### config.mk
export PLATFORM = sky130hd
export DESIGN_NAME = sink_dma_16_flat
export DESIGN_NICKNAME = d
export VERILOG_FILES = /design/src/rtl/sink_dma_16_if.sv /design/src/rtl/sink_dma_16.sv /design/src/flat_wrapper.sv
export SDC_FILE = /design/constraint.sdc
export NUM_CORES = 1
export LEC_CHECK = 0
export BUFFER_PORTS_ARGS = -buffer_cell sky130_fd_sc_hd__buf_4
export CAP_MARGIN = 20
export CORE_UTILIZATION = 30
export CTS_BUF_LIST = sky130_fd_sc_hd__clkbuf_8 sky130_fd_sc_hd__clkbuf_16
export CTS_CLUSTER_DIAMETER = 30
export DETAILED_ROUTE_END_ITERATION = 12
export GPL_TIMING_DRIVEN = 0
export PLACE_DENSITY_LB_ADDON = 0.05
export SLEW_MARGIN = 20
export SYNTH_ARGS = -nofsm -noshare
export SYNTH_HDL_FRONTEND = slang
export SYNTH_SLANG_ARGS = --single-unit
### constraint.sdc
create_clock -name clk -period 5.4 [get_ports clk]
set_input_delay 0.81 -clock clk [delete_from_list [all_inputs] [get_ports clk]]
set_output_delay 0.81 -clock clk [all_outputs]
set_load 0.03 [all_outputs]
### src/rtl/sink_dma_16_if.sv
// Bus bundle for the frame-buffer read DMA: bank read port plus the outgoing byte stream.
// Stream handshake: a byte moves on every rising edge where data_valid && data_ready; once
// data_valid is raised, data_out and data_valid hold until that transfer happens.
interface sink_dma_16_if #(
  parameter int DATA_W = 8,
  parameter int ADDR_W = 10,
  parameter int SEL_W  = 4
);
  logic              ram_rd_en;
  logic [ADDR_W-1:0] ram_address;
  logic [SEL_W-1:0]  ram_select;
  logic [DATA_W-1:0] ram_data;
  logic [DATA_W-1:0] data_out;
  logic              data_valid;
  logic              data_ready;

  modport master (
    output ram_rd_en, ram_address, ram_select, data_out, data_valid,
    input  ram_data, data_ready
  );

  modport slave (
    input  ram_rd_en, ram_address, ram_select, data_out, data_valid,
    output ram_data, data_ready
  );
endinterface

### src/rtl/sink_dma_16.sv
// Read-side DMA: sweeps every bank/address of the frame buffer and streams the bytes out
// through a 2-entry FIFO, issuing reads only when the returned byte is guaranteed a slot.
module sink_dma_16 #(
  parameter int DEPTH   = 940,
  parameter int NUM_RAM = 16,
  parameter int DATA_W  = 8,
  parameter int ADDR_W  = 10,
  parameter int SEL_W   = 4
) (
  input  logic        clk,
  input  logic        rst,
  input  logic        start,
  output logic        busy,
  output logic        done,
  output logic [1:0]  state_dbg,
  sink_dma_16_if.master bus
);

  typedef enum logic [1:0] {
    IDLE  = 2'd0,
    READ  = 2'd1,
    DRAIN = 2'd2,
    DONE  = 2'd3
  } state_t;

  localparam logic [ADDR_W-1:0] LAST_ADDR = ADDR_W'(DEPTH - 1);
  localparam logic [SEL_W-1:0]  LAST_SEL  = SEL_W'(NUM_RAM - 1);

  state_t            state, state_nxt;
  logic [ADDR_W-1:0] addr;
  logic [SEL_W-1:0]  sel;
  logic              inflight;
  logic [DATA_W-1:0] mem [2];
  logic              wr_ptr, rd_ptr;
  logic [1:0]        count;
  logic              pop, push, rd_en, last_rd, empty_next;
  logic [1:0]        occ_next;

  assign pop  = (count != 2'd0) && bus.data_ready;
  assign push = inflight;

  // Occupancy after this cycle's pop; counting the pop keeps 1 byte/cycle with ready high
  // while still bounding buffered + in-flight bytes to the two FIFO slots.
  assign occ_next   = count + {1'b0, inflight} - {1'b0, pop};
  assign rd_en      = (state == READ) && (occ_next < 2'd2);
  assign last_rd    = rd_en && (sel == LAST_SEL) && (addr == LAST_ADDR);
  assign empty_next = !inflight && ((count == 2'd0) || ((count == 2'd1) && pop));

  always_ff @(posedge clk or negedge rst) begin
    if (!rst) state <= IDLE;
    else      state <= state_nxt;
  end

  always_comb begin
    state_nxt = state;
    busy      = 1'b0;
    done      = 1'b0;
    case (state)
      IDLE: begin
        if (start) state_nxt = READ;
      end
      READ: begin
        busy = 1'b1;
        if (last_rd) state_nxt = DRAIN;
      end
      DRAIN: begin
        busy = 1'b1;
        if (empty_next) state_nxt = DONE;
      end
      DONE: begin
        done      = 1'b1;
        state_nxt = IDLE;
      end
      default: state_nxt = IDLE;
    endcase
  end

  // The final read wraps both counters back to bank 0, address 0.
  always_ff @(posedge clk or negedge rst) begin
    if (!rst) begin
      addr <= '0;
      sel  <= '0;
    end else if (rd_en) begin
      if (addr == LAST_ADDR) begin
        addr <= '0;
        sel  <= (sel == LAST_SEL) ? '0 : sel + SEL_W'(1);
      end else begin
        addr <= addr + ADDR_W'(1);
      end
    end
  end

  always_ff @(posedge clk or negedge rst) begin
    if (!rst) begin
      inflight <= 1'b0;
      mem[0]   <= '0;
      mem[1]   <= '0;
      wr_ptr   <= 1'b0;
      rd_ptr   <= 1'b0;
      count    <= 2'd0;
    end else begin
      inflight <= rd_en;
      if (push) begin
        mem[wr_ptr] <= bus.ram_data;
        wr_ptr      <= ~wr_ptr;
      end
      if (pop) rd_ptr <= ~rd_ptr;
      count <= count + {1'b0, push} - {1'b0, pop};
    end
  end

  assign bus.ram_rd_en   = rd_en;
  assign bus.ram_address = addr;
  assign bus.ram_select  = sel;
  assign bus.data_out    = mem[rd_ptr];
  assign bus.data_valid  = (count != 2'd0);
  assign state_dbg       = state;

endmodule

### src/flat_wrapper.sv
// flat-port wrapper written by rule: the top's interface ports become plain ports
module sink_dma_16_flat 
#(
  parameter int DEPTH   = 940,
  parameter int NUM_RAM = 16,
  parameter int DATA_W  = 8,
  parameter int ADDR_W  = 10,
  parameter int SEL_W   = 4
)
  (clk, rst, start, busy, done, state_dbg, bus_ram_rd_en, bus_ram_address, bus_ram_select, bus_data_out, bus_data_valid, bus_ram_data, bus_data_ready);
  sink_dma_16_if #(.DATA_W(DATA_W), .ADDR_W(ADDR_W), .SEL_W(SEL_W)) bus_i ();
  input  logic clk;
  input  logic rst;
  input  logic start;
  output logic busy;
  output logic done;
  output logic [1:0] state_dbg;
  output wire logic [$bits(bus_i.ram_rd_en)-1:0] bus_ram_rd_en;
  output wire logic [$bits(bus_i.ram_address)-1:0] bus_ram_address;
  output wire logic [$bits(bus_i.ram_select)-1:0] bus_ram_select;
  output wire logic [$bits(bus_i.data_out)-1:0] bus_data_out;
  output wire logic [$bits(bus_i.data_valid)-1:0] bus_data_valid;
  input wire logic [$bits(bus_i.ram_data)-1:0] bus_ram_data;
  input wire logic [$bits(bus_i.data_ready)-1:0] bus_data_ready;
  assign bus_ram_rd_en = bus_i.ram_rd_en;
  assign bus_ram_address = bus_i.ram_address;
  assign bus_ram_select = bus_i.ram_select;
  assign bus_data_out = bus_i.data_out;
  assign bus_data_valid = bus_i.data_valid;
  assign bus_i.ram_data = bus_ram_data;
  assign bus_i.data_ready = bus_data_ready;
  sink_dma_16 #(.DEPTH(DEPTH), .NUM_RAM(NUM_RAM), .DATA_W(DATA_W), .ADDR_W(ADDR_W), .SEL_W(SEL_W)) u_core (.clk(clk), .rst(rst), .start(start), .busy(busy), .done(done), .state_dbg(state_dbg), .bus(bus_i));
endmodule
==> impl_metrics.json, run 1 <==
{
  "outcome": "completed",
  "grt_pass1_vias": 1328,
  "synth_top_area_share_pct": 51.7,
  "synthTopCellsByArea": "dfrtp_1 52%, mux2_2 15%, ha_1 5.6%, nand2_1 3.1%, o21ai_0 2.0%",
  "cts_hold_buf": 0,
  "syn-mean-instance-area_um2": 12.0,
  "hold_violations": 0,
  "synth_commonest_cells": "37 x dfrtp_1, 24 x mux2_2, 15 x nand2_1",
  "crit_chain": "or2_2, and2_1, ha_1, inv_1, ha_1, xnor3_1, nand2_2, inv_1, buf_4",
  "io-pin-count": 40,
  "post-route-min-period_ns": 3.32,
  "synth_edf_count": 0,
  "insertion_delay_ns": 0.28,
  "area_growth_pct": 26.2,
  "final_net_count": 215,
  "vias": 1254,
  "cts_root_buffer": "clkbuf_8",
  "synth_top_family_by_area": "multiplexers",
  "crit_buf_inv": 3,
  "crit_path_end_kind": "output port",
  "synth_compound_area_share_pct": 5.66,
  "max_slew_margin_pct": 46.8,
  "max_cap_violations": 0,
  "yosysTopAreaCell": "dfrtp_1",
  "tightestPinTransition_ns": 0.796,
  "synthAdderAreaFrac_pct": 5.59,
  "muxShareOfSynthArea_pct": 15.9,
  "fp.dieW_um": 79.2,
  "h-tree-depth": 2,
  "cts-resized-gates": 0,
  "layout-drive-gt1-share_pct": 40.5,
  "die_area_um2": 6280,
  "cts.sinks": 37,
  "synthCells": 149,
  "p_leak_nw": 1.04,
  "critPathLaunchType": "flip-flop",
  "skew_ns": 0.00493,
  "async_flop_share_pct": 100,
  "grt_pass1_wl_um": 6260,
  "drc": 0,
  "antenna_found_initial": 0,
  "hpwl_um": 2650,
  "peakVddDrop_uv": 249,
  "grtUsageMet3_pct": 2.87,
  "arrival_ns": 2.51,
  "finalSetupViolCount": 0,
  "yosysMostFrequentCell": "dfrtp_1",
  "synth-simple-area-share_pct": 13.8,
  "cts_made_buffers": 5,
  "crit_family": "simple AND/OR/NAND/NOR gates",
  "yosysSeqAreaShare_pct": 51.7,
  "grtUsageTotal_pct": 12.9,
  "die_h_um": 79.2,
  "diodes": 0,
  "crit_path_top_delay_cell": "dfrtp_1",
  "path_clk_slew_ns": 0.07,
  "drt_iter0_markers": 25,
  "drv_slew": 0,
  "place.port_buffers": 39,
  "cp.required_ns": 4.59,
  "vias_per_cell": 4.70,
  "syn_area_um2": 1790,
  "synth_xor_area_share_pct": 5.17,
  "gp_congestion": 0.743,
  "max_freq_mhz": 301,
  "cpPeakStageDelay_ns": 0.41,
  "synth_cell_types": 32,
  "drt-total-wl_um": 3670,
  "firstDrtPassIters": 4,
  "gr-usage-met2_pct": 22.8,
  "cts_tree": "yes",
  "hold_slack_ns": 0.479,
  "rsz0062_at_grt": "no",
  "p_per_area_nw_per_um2": 619,
  "ys_warn_count": 0,
  "fp-row-count": 27,
  "ant_nets": 0,
  "grtUsageMet1_pct": 15.0,
  "grt_max_degree": 38,
  "top_usage_layer": "met2",
  "synthFlopType": "dfrtp_1",
  "post-cts-setup-buffer-count": 0,
  "core_um2": 5640,
  "worstPathMaxFanout": 10,
  "fin_crit_sh_pct": 61.5,
  "tns_ns": 0,
  "ys_ff_latch": 37,
  "start_util_pct": 31.7,
  "syn_nets": 169,
  "grt_overflow": 0,
  "wl_per_cell_um": 13.7,
  "clock_path_buffers": 2,
  "hold_class": "primary input to asynchronous set/reset pin",
  "critPathKind": "flip-flop to output port"
}
## per-layer routing
metal	wire length, µm	share of wire, %
met1	1560	43
met4	55	1.5
met3	133	3.6
met2	1910	52
met5	0	0
## placed cells by master (no fill, tap or decap), drive strengths merged
cell / count
inv: 8
nand3b: 2
clkbuf: 7
ha: 8
and3: 1
dfrtp: 37
nand4: 2
nand2b: 1
and2: 2
or4: 1
o31ai: 3
buf: 40
nand2: 17
a22oi: 1
nand3: 6
nor2b: 1
nor2: 7
or2: 3
nor4: 1
mux2: 25
o21ai: 7
o211ai: 2
xnor3: 1
nand4bb: 1
xor2: 4
xnor2: 4
a21o: 1
nor3: 2
## flip-flops by register name, summed over array words and instances (netlist names)
| name | flops |
|---|---|
| u_core.rd_ptr | 1 |
| u_core.count | 2 |
| u_core.state_dbg | 2 |
| u_core.mem | 16 |
| u_core.wr_ptr | 1 |
| u_core.bus.ram_address | 10 |
| u_core.bus.ram_select | 4 |
| u_core.inflight | 1 |
## worst reg2reg max path, delay by kind of cell, from the launching register on
family | cells | cell delay, ns
DFF | 1 | 0.41
buffers and inverters | 1 | 0.04
muxes | 1 | 0.31
xor gates and xnor gates | 1 | 0.24
adders and majority gates | 2 | 0.45
and+or+nand+nor | 4 | 0.79
AOI/OAI and AO/OA | 1 | 0.31
## cell families after synthesis
logic type	Yosys count
buffers and inverters	9
and+or+nand+nor	47
AOI/OAI and AO/OA	14
xor gates and xnor gates	9
DFF	37
adders and majority gates	8
muxes	25
## per-stage QoR
| stage | power, mW | setup slack [ns] | instances | util, % | cell area (µm²) |
|---|---|---|---|---|---|
| after detailed placement | 1.23 | 2.16 | 260 | 38.5 | 2170 |
| after floorplan | 0.981 | 2.51 | 149 | - | 1790 |
| after CTS | 1.42 | 2.04 | 267 | 40.0 | 2260 |
| after global routing | 1.50 | 1.94 | 267 | 40.0 | 2260 |
| after global placement | 1.20 | 2.22 | 260 | 38.5 | 2170 |
| final | 1.40 | 2.08 | 267 | 40.0 | 2260 |
## report_power, final
part | switching, mW | internal, mW | total [mW] | leakage, nW
Combinational | 0.420 | 0.317 | 0.738 | 0.547
Clock | 0.0921 | 0.0994 | 0.191 | 0.0485
Sequential | 0.0786 | 0.390 | 0.469 | 0.445
## path summary, 6_finish.rpt
kind,start,endpoint,slack [ns],depth (start not counted)
min,rst,u_core.bus.ram_select[0],0.48,1
min in group clk,u_core.wr_ptr,u_core.wr_ptr,0.49,1
max reg2reg,u_core.count[1],u_core.state_dbg[1],2.74,10
min reg2reg,u_core.wr_ptr,u_core.wr_ptr,0.49,1
max,u_core.count[1],bus_ram_rd_en,2.08,9
max in group asynchronous,rst,u_core.mem[1],4.58,1
## cell type report
class | instances | area (µm²)
Buffer | 2 | 11.3
Clock buffer | 6 | 82.6
Clock inverter | 1 | 3.75
Fill cell | 559 | 3380
Inverter | 7 | 26.3
Multi-Input combinational cell | 103 | 826
Sequential cell | 37 | 926
Tap cell | 72 | 90.1
Timing Repair Buffer | 39 | 293
(Power assumes the default switching activity.)
==> inputs of run 2 (changes only) <==
Settings changed: ABC_AREA set to 1.
Clock period 5.4 ns to 3.2 ns, I/O delays scaled along.
==> impl_metrics.json, run 2 <==
{
  "outcome": "completed",
  "drv_slew": 0,
  "drt-total-wl_um": 4320,
  "finalPower_mw": 2.54,
  "max_cap_violations": 0,
  "max_freq_mhz": 366,
  "cts-resized-gates": 0,
  "start_util_pct": 31.0,
  "cp.required_ns": 2.72,
  "cts_tree": "yes",
  "syn_nets": 265,
  "wl_met2_um": 2000,
  "routed.top_layer": "met4",
  "ant_nets": 0,
  "grt_max_degree": 38,
  "clock_path_buffers": 2,
  "die_h_um": 83.1,
  "synth_top_area_share_pct": 47.0,
  "critPathKind": "flip-flop to output port",
  "p_per_area_nw_per_um2": 1040,
  "diodes": 0,
  "hold_class": "primary input to asynchronous set/reset pin",
  "syn-mean-instance-area_um2": 8.04,
  "hpwl_um": 3130,
  "arrival_ns": 2.25,
  "wl_per_cell_um": 11.7,
  "crit_path_end_kind": "output port",
  "wl_met1_um": 2070,
  "fp.dieW_um": 83.1,
  "cts_made_buffers": 5,
  "yosysMostFrequentCell": "nand2_1",
  "syn_area_um2": 1970,
  "largest_reg_flops": 16,
  "cts_root_buffer": "clkbuf_8",
  "yosysSeqAreaShare_pct": 47.0,
  "skew_ns": 0.00286,
  "critPathLaunchType": "flip-flop",
  "drc": 0,
  "dpl_cell_area_um2": 2360,
  "post-cts-setup-buffer-count": 0,
  "synthCells": 245,
  "h-tree-depth": 2,
  "area_growth_pct": 24.1,
  "synthTopCellsByArea": "dfrtp_1 47%, nand2_1 15%, inv_1 5.5%, ha_1 5.1%, o21ai_0 4.1%",
  "yosysTopAreaCell": "dfrtp_1",
  "antenna_found_initial": 0,
  "p_leak_nw": 1.30,
  "setup_ws_ns": 0.470,
  "finalSetupViolCount": 0,
  "grt_pass1_vias": 1594,
  "firstDrtPassIters": 4,
  "layout_commonest_cell": "nand2_1",
  "cts_hold_buf": 0,
  "fin_crit_sh_pct": 85.3,
  "ys_ff_latch": 37,
  "synth_cell_types": 31,
  "final_cell_area_um2": 2450,
  "cts.sinks": 37,
  "ys_warn_count": 0,
  "final_net_count": 311,
  "io-pin-count": 40,
  "stdcell_count": 368,
  "core_um2": 6350,
  "rsz0062_at_grt": "no",
  "tightestPinTransition_ns": 0.480,
  "insertion_delay_ns": 0.28,
  "hold_violations": 0,
  "vias_per_cell": 4.50,
  "synthFlopType": "dfrtp_1",
  "post-route-min-period_ns": 2.73,
  "peakVddDrop_uv": 483,
  "regToRegSetupSlack_ns": 1.18,
  "grt_overflow": 0,
  "tns_ns": 0,
  "die_area_um2": 6900,
  "route.met3.wl_um": 181,
  "synth_edf_count": 0,
  "gp_congestion": 0.791,
  "path_clk_slew_ns": 0.07,
  "max_slew_margin_pct": 68.0,
  "async_flop_share_pct": 100,
  "synth_commonest_cells": "80 x nand2_1, 37 x dfrtp_1, 29 x inv_1",
  "rr_worst_depth": 17,
  "final_cell_mix": "80 x nand2_1, 39 x buf_4, 37 x dfrtp_1",
  "grt_pass1_wl_um": 7490,
  "fp-row-count": 29,
  "post-place-ws_ns": 0.641,
  "vias": 1655,
  "worstPathMaxFanout": 11,
  "drt_iter0_markers": 65,
  "place.port_buffers": 39,
  "dpl.cell_count": 361,
  "grtUsageTotal_pct": 13.6,
  "layout-drive-gt1-share_pct": 24.4,
  "regMostFlops": "u_core.mem"
}
[run 2: cell types whose count changed after synthesis, sizes merged, moves of 2 or more]
cell | before | now
nand4 | 2 | 6
mux2 | 25 | 0
nor2 | 7 | 11
nor3 | 2 | 6
xnor2 | 4 | 1
inv | 7 | 35
nand3 | 6 | 15
o31ai | 3 | 0
and2 | 2 | 0
o21ai | 7 | 24
a21oi | 0 | 2
nand3b | 2 | 0
nand2 | 17 | 84
buf | 1 | 4
[run 2: through the flow]
step           utilization, %  hold WS [ns]
2_1_floorplan               -         0.184
3_3_place_gp             37.2         0.469
3_5_place_dp             37.2         0.474
4_1_cts                  38.5         0.173
5_1_grt                  38.5         0.179
6_report                 38.5         0.158
[run 2: kinds of logic (layout without fill, tap and decap cells)]
logic type	after synthesis	after routing	synth area share [%]
fa+ha+maj	8	8	5.08
flops	37	37	47.0
simple gates	126	126	29.3
compound gates	28	28	7.56
xor+xnor	5	5	2.22
buf+inv	41	87	8.83
[run 2: power by group]
part	internal [mW]	switching, mW	total, mW
sequential	0.672	0.160	0.831
clock	0.168	0.158	0.325
combinational	0.491	0.895	1.39
total	1.33	1.21	2.54
[run 2: area by class of cell]
| cell class | count | area [µm²] |
|---|---|---|
| fillers | 680 | 3900 |
| flip-flops and latches | 37 | 926 |
| multi-input cells | 167 | 871 |
| repair buffers | 39 | 293 |
| inverters | 36 | 138 |
| well taps | 77 | 96.3 |
| clock buffers | 6 | 82.6 |
| plain buffers | 5 | 36.3 |
| clock inverters | 1 | 3.75 |
[run 2: final timing paths]
path | from | to
min in group clk | bus_ram_data[7] | u_core.mem[15]
worst max-delay path | u_core.count[1] | bus_ram_rd_en
worst min register to register | u_core.mem[8] | u_core.mem[8]
worst min-delay path | rst | u_core.mem[15]
max in group asynchronous | rst | u_core.inflight
worst max register to register | u_core.count[1] | u_core.bus.ram_select[0]
[run 2: worst max-delay path, stage by stage, from the launching register on]
cell and delay [ns]:
dfrtp_1 0.39, inv_2 0.07, nand2_1 0.06, nand2_1 0.09, inv_1 0.05, ha_1 0.27, inv_1 0.04, ha_1 0.18
inv_1 0.05, nand2_1 0.05, nand2_1 0.06, nand2_1 0.05, nand2_2 0.10, nand2_4 0.10, inv_4 0.10, buf_6 0.14
buf_4 0.16
[run 2: layer usage]
metal  vias up  GRT usage (%)
met5         -              0
met4         0           5.17
met3         5           3.48
met2        31           22.7
met1       748           16.9
li1        871              -
